## src/rtl/regfile_arb_pkg.sv

```systemverilog
// rtl/regfile_arb_pkg.sv - shared constants and request bundle for the register-file write arbiter
package regfile_arb_pkg;

    // Requester indices on the shared write port
    localparam int PORT_ALU = 0;
    localparam int PORT_LSU = 1;

    // Default data width and register address width
    localparam int DEF_W = 8;
    localparam int DEF_D = 4;

    // One writeback request as seen by the select mux. Field widths follow
    // the package defaults, so the top must be built with W/D equal to them.
    typedef struct packed {
        logic [DEF_D-1:0] addr;
        logic [DEF_W-1:0] data;
        logic             flag_we;
        logic             zero;
        logic             done;
    } wr_req_t;

endpackage

```

## src/rtl/regfile_write_arbiter_rr_arbiter2.sv

```systemverilog
// rtl/regfile_write_arbiter_rr_arbiter2.sv - two-requester round-robin arbiter with last-grant memory
module rr_arbiter2 (
    input  logic       Clk,
    input  logic       Reset,
    input  logic [1:0] req,
    input  logic       en,
    output logic [1:0] gnt
);

    // Index of the port granted most recently; 1 after reset so port 0 wins the first tie
    logic last_grant_q;
    logic last_grant_d;

    // Grant selection: a lone requester always wins, a tie goes to the port not granted last
    always_comb begin
        gnt = 2'b00;
        if (en) begin
            case (req)
                2'b01:   gnt = 2'b01;
                2'b10:   gnt = 2'b10;
                2'b11:   gnt = last_grant_q ? 2'b01 : 2'b10;
                default: gnt = 2'b00;
            endcase
        end
    end

    // The pointer only moves when something is actually granted
    always_comb begin
        last_grant_d = last_grant_q;
        if (gnt != 2'b00) begin
            last_grant_d = gnt[1];
        end
    end

    // Last-grant register
    always_ff @(posedge Clk) begin
        if (!Reset) begin
            last_grant_q <= 1'b1;
        end else begin
            last_grant_q <= last_grant_d;
        end
    end

endmodule

```

## src/rtl/regfile_write_arbiter.sv

```systemverilog
// rtl/regfile_write_arbiter.sv - round-robin sharing of the register-file write port between ALU and LSU writeback
module regfile_write_arbiter
    import regfile_arb_pkg::*;
#(
    parameter int W = DEF_W,
    parameter int D = DEF_D
) (
    input  logic              Clk,
    input  logic              Reset,
    input  logic              Stall,
    input  logic [1:0]        ReqValid,
    output logic [1:0]        ReqReady,
    input  logic [D-1:0]      ReqAddr0,
    input  logic [D-1:0]      ReqAddr1,
    input  logic [W-1:0]      ReqData0,
    input  logic [W-1:0]      ReqData1,
    input  logic [1:0]        ReqFlagWe,
    input  logic [1:0]        ReqZero,
    input  logic [1:0]        ReqDone,
    input  logic              CurZero,
    input  logic              CurDone,
    output logic              WriteEn,
    output logic [D-1:0]      Waddr,
    output logic [W-1:0]      DataIn,
    output logic              Zero_in,
    output logic              Done_in,
    output logic [(1<<D)-1:0] PendMask
);

    localparam int NREG = 1 << D;

    wr_req_t    req [2];
    wr_req_t    sel;
    logic [1:0] gnt;
    logic       arb_en;

    logic         we_q,      we_d;
    logic [D-1:0] waddr_q,   waddr_d;
    logic [W-1:0] data_q,    data_d;
    logic         zero_q,    zero_d;
    logic         done_q,    done_d;
    // Set while the write now in the output stage carries its own flags,
    // meaning the register file's CurZero/CurDone do not reflect it yet
    logic         flag_we_q, flag_we_d;

    logic         keep_zero;
    logic         keep_done;

    // No grants while in reset or frozen
    assign arb_en = Reset & ~Stall;

    rr_arbiter2 u_arb (
        .Clk   (Clk),
        .Reset (Reset),
        .req   (ReqValid),
        .en    (arb_en),
        .gnt   (gnt)
    );

    assign ReqReady = gnt;

    // Gather each requester's fields into one bundle for the select mux
    always_comb begin
        req[PORT_ALU].addr    = ReqAddr0;
        req[PORT_ALU].data    = ReqData0;
        req[PORT_ALU].flag_we = ReqFlagWe[PORT_ALU];
        req[PORT_ALU].zero    = ReqZero[PORT_ALU];
        req[PORT_ALU].done    = ReqDone[PORT_ALU];
        req[PORT_LSU].addr    = ReqAddr1;
        req[PORT_LSU].data    = ReqData1;
        req[PORT_LSU].flag_we = ReqFlagWe[PORT_LSU];
        req[PORT_LSU].zero    = ReqZero[PORT_LSU];
        req[PORT_LSU].done    = ReqDone[PORT_LSU];
    end

    // Output-stage next state: load the granted request, otherwise hold fields and drop WriteEn
    always_comb begin
        sel       = gnt[PORT_LSU] ? req[PORT_LSU] : req[PORT_ALU];
        // Flags to preserve: the register file lags one cycle behind a flag-writing commit
        keep_zero = flag_we_q ? zero_q : CurZero;
        keep_done = flag_we_q ? done_q : CurDone;

        we_d      = |gnt;
        waddr_d   = waddr_q;
        data_d    = data_q;
        zero_d    = zero_q;
        done_d    = done_q;
        flag_we_d = 1'b0;

        if (|gnt) begin
            waddr_d   = sel.addr;
            data_d    = sel.data;
            flag_we_d = sel.flag_we;
            zero_d    = sel.flag_we ? sel.zero : keep_zero;
            done_d    = sel.flag_we ? sel.done : keep_done;
        end
    end

    // Output-stage registers
    always_ff @(posedge Clk) begin
        if (!Reset) begin
            we_q      <= 1'b0;
            waddr_q   <= '0;
            data_q    <= '0;
            zero_q    <= 1'b0;
            done_q    <= 1'b1;
            flag_we_q <= 1'b0;
        end else begin
            we_q      <= we_d;
            waddr_q   <= waddr_d;
            data_q    <= data_d;
            zero_q    <= zero_d;
            done_q    <= done_d;
            flag_we_q <= flag_we_d;
        end
    end

    assign WriteEn = we_q;
    assign Waddr   = waddr_q;
    assign DataIn  = data_q;
    assign Zero_in = zero_q;
    assign Done_in = done_q;

    // Pending-write mask: the write in flight plus any live request, forced clear in reset
    always_comb begin
        PendMask = '0;
        if (Reset) begin
            for (int i = 0; i < NREG; i++) begin
                PendMask[i] = (we_q && (waddr_q == D'(i)))
                            | (ReqValid[PORT_ALU] && (ReqAddr0 == D'(i)))
                            | (ReqValid[PORT_LSU] && (ReqAddr1 == D'(i)));
            end
        end
    end

endmodule

```

## config.mk

```make
export PLATFORM = sky130hd
export DESIGN_NAME = regfile_write_arbiter
export DESIGN_NICKNAME = d
export VERILOG_FILES = /design/src/rtl/regfile_arb_pkg.sv /design/src/rtl/regfile_write_arbiter_rr_arbiter2.sv /design/src/rtl/regfile_write_arbiter.sv
export SDC_FILE = /design/constraint.sdc
export NUM_CORES = 1
export LEC_CHECK = 0
export CAP_MARGIN = 5
export CORE_MARGIN = 1.5
export CORE_UTILIZATION = 37
export DETAILED_ROUTE_END_ITERATION = 6
export GPL_ROUTABILITY_DRIVEN = 0
export GPL_TIMING_DRIVEN = 0
export PLACE_DENSITY = 0.75
export SLEW_MARGIN = 20
export SYNTH_ARGS = -nofsm -noshare
export SYNTH_HDL_FRONTEND = slang
export SYNTH_SLANG_ARGS = --single-unit
export TNS_END_PERCENT = 1
```

## constraint.sdc

```tcl
create_clock -name Clk -period 1.4 [get_ports Clk]
set_input_delay 0.28 -clock Clk [delete_from_list [all_inputs] [get_ports Clk]]
set_output_delay 0.28 -clock Clk [all_outputs]
set_load 0.02 [all_outputs]
```

==> flow_summary.ini <==
[status]
outcome = finished, violations left
violations = negative setup slack

[drt]
drt-met1-wl_mm = 1.95
drtIter0Drc = 124
wl_met3_um = 328
vias = 1756
dr.pass1.iters = 4
drc = 0
vias_per_cell = 5.44
top_layer = met4
met2WireLength_mm = 2.18
routed_wl_mm = 4.49
wl_per_cell_um = 13.9
ant_nets = 0

[logic_synthesis]
mappedNetlistArea_sq_um = 1470
synth_cell_types = 41
yosys-top-cells-count = nor2_1 (52), nand2_1 (19), nor3_1 (18)
synth-seq-area-share_pct = 23.1
yosysTopAreaCellShare_pct = 23.1
netlist_instances = 202
yosysWarnings = 0
syn-num-nets = 239
synth-edff-count = 0
synth_area_leaders = dfxtp_1 (23%), nor2_1 (13%), a311oi_2 (9.2%)
syn_area_per_cell_sq_um = 7.28
synthFlopType = dfxtp_1
synth.most_common_cell = nor2_1
synth_largest_area_cell = dfxtp_1
async_flop_share_pct = 0
ys_ff_latch = 17

[placed_design]
dp_hpwl_mm = 3.37
post_dp_cell_area_sq_um = 2240
dp_cells = 316
port_buffers = 66

[timing]
slew_violations = 0
fin_crit_sh_pct = 125
hold_viol_final = 0
fin_crit_ns = 1.75
worst_clock_skew_ns = 0.00570
finalSetupViolCount = 20
slew_headroom_pct = 77.0
finalSetupTns_ns = -4.94
tightest_slew_ns = 0.341
rsz0062_at_grt = yes
fmax_mhz = 571
setup_slack_ns = -0.351

[finish]
area_growth_pct = 57.7
stdcell_area_sq_um = 2320
filler_cell_count = 364
fin_nets = 313
postLayoutCoreUtil_pct = 62.0
drive_gt1_share_pct = 32.7
post_layout_nonfiller_instances = 323
diodes = 0

[die]
die_x_um = 66.1
die_h_um = 66.1
num_io_pins = 70
initial_core_util_pct = 39.3
die-area_sq_um = 4360
core_area_sq_um = 3740
row_count = 22

[pwr]
pwr-share-clk_pct = 26.9
switching_share_pct = 33.8
power_leakage_nw = 0.879
p_comb_share_pct = 35.3
powerDensity_nw_per_um2 = 618
p_sw_mw = 0.484
seqPwrFrac_pct = 37.9
peakVddDrop_mv = 0.397
intPower_mw = 0.950

[worst_setup_path]
end_kind = output pin
cp.arrival_ns = 1.47
cp.required_ns = 1.12
startpoint_type = flop
path_max_fanout = 6
reg2reg_to = Zero_in
r2r.worst_path.cells = 4
path_class = flop to output pin
r2r_slack_ns = 0.20
r2r_start = u_arb.last_grant_q

[clocking]
hold_buffers = 0
cts_buffers = 3
clkLatencyLatePin_ns = 0.26
clock_path_buffers = 2
cts_max_level = 1
cts_tree = built
clkTransAtPathRegs_ns = 0.08
root_buffer = clkbuf_8
cts.sinks = 17

[run]
cap_violations = 0

[global_routing]
antenna_found_initial = 0
grt_max_degree = 11
grt_pass1_vias = 1557
grt_first_pass_wirelength_mm = 7.24
grt_overflow = 0
track_usage_pct = 21.0

[hold_path]
min_path_type = primary input to flop
min_to = Waddr[3]
min_path_cells = 3
hp-start = ReqAddr1[3]
==> metrics by stage <==
| stage | hold slack (ns) | total power, mW | setup slack [ns] |
|---|---|---|---|
| CTS | 0.382 | 1.43 | -0.352 |
| finish | 0.334 | 1.43 | -0.351 |
| global route | 0.339 | 1.50 | -0.425 |
| detailed placement | 0.490 | 1.07 | -1.25 |
| floorplan | 0.369 | 0.832 | -0.0635 |
| global placement | 0.487 | 1.07 | -1.23 |
==> critical path, stage by stage (launching register included) <==
cell and delay [ns]:
dfxtp_2 0.35, or3b_4 0.43, nor3_2 0.11, nor3_1 0.08, nor2_2 0.10, buf_4 0.14
==> state kept, by name, indices dropped and copies added, names as in the netlist <==
signal and flops:
Waddr 4, u_arb.last_grant_q 1, Zero_in 1, flag_we_q 1
Done_in 1, WriteEn 1, DataIn 8
==> worst max-delay path by stage <==
stage	cells after the start	start	end	slack, ns
5_1_grt	5	Waddr[2]	PendMask[0]	-0.43
2_1_floorplan	5	ReqValid[1]	PendMask[0]	-0.06
3_5_place_dp	6	ReqValid[0]	PendMask[0]	-1.25
3_3_place_gp	6	ReqValid[0]	PendMask[0]	-1.23
4_1_cts	5	Waddr[2]	PendMask[0]	-0.35
6_report	5	Waddr[2]	PendMask[0]	-0.35
==> cell families after synthesis <==
kind of cell,count (synthesis),synth area share [%]
flip-flops,17,23.1
AND/OR/NAND/NOR,131,45.7
buffers and inverters,16,8.08
AO/OA/AOI/OAI,38,23.1
==> layout by cell type, fill, tap and decap left out, types with 3 or more instances in the layout <==
cell,netlist,layout
nand2_2,9,9
nor2_2,1,12
buf_6,3,6
or3b_4,0,3
nor3_2,0,3
o211ai_1,4,4
clkbuf_8,1,4
nor2_1,52,41
a311oi_1,3,3
clkdlybuf4s15_1,0,4
nand2_1,19,19
nor3_1,18,15
nand3_1,3,3
dlygate4sd2_1,0,16
buf_4,1,12
o22ai_1,12,11
inv_1,4,4
dfxtp_2,0,3
clkdlybuf4s15_2,0,8
clkdlybuf4s50_1,0,25
dfxtp_1,17,12
nand3b_1,7,7
nand2b_1,7,6
a311oi_2,9,9
==> timing repair <==
action,in CTS,in global routing
buffers inserted,3,0
pin swaps,3,1
endpoints found under the setup margin,48,26
hold endpoints to repair,0,0
resized for setup,121,8
cloned,0,0
==> cell type report <==
type                    instances  area (sq um)  area share, %
plain buffers                  11           106           4.58
clock buffers                   3          41.3           1.78
clock inverters                 1          5.00          0.216
inverters                       5          26.3           1.13
multi-input cells             169          1080           46.8
flip-flops and latches         17           352           15.2
well taps                      48          60.1           2.59
repair buffers                 69           644           27.8
==> per-layer routing <==
layer	GRT usage (%)	vias up
li1	-	877
met1	28.2	799
met2	35.0	76
met3	3.58	4
met4	4.85	0
met5	0	-
==> power by group through the flow <==
stage / clock network, mW / registers, mW / logic (mW)
floorplan: 0 / 0.583 / 0.249
global placement: 0 / 0.552 / 0.516
detailed placement: 0 / 0.553 / 0.519
CTS: 0.389 / 0.542 / 0.501
global route: 0.405 / 0.547 / 0.545
finish: 0.386 / 0.543 / 0.505
No activity file was read; power rests on OpenSTA's default activity.
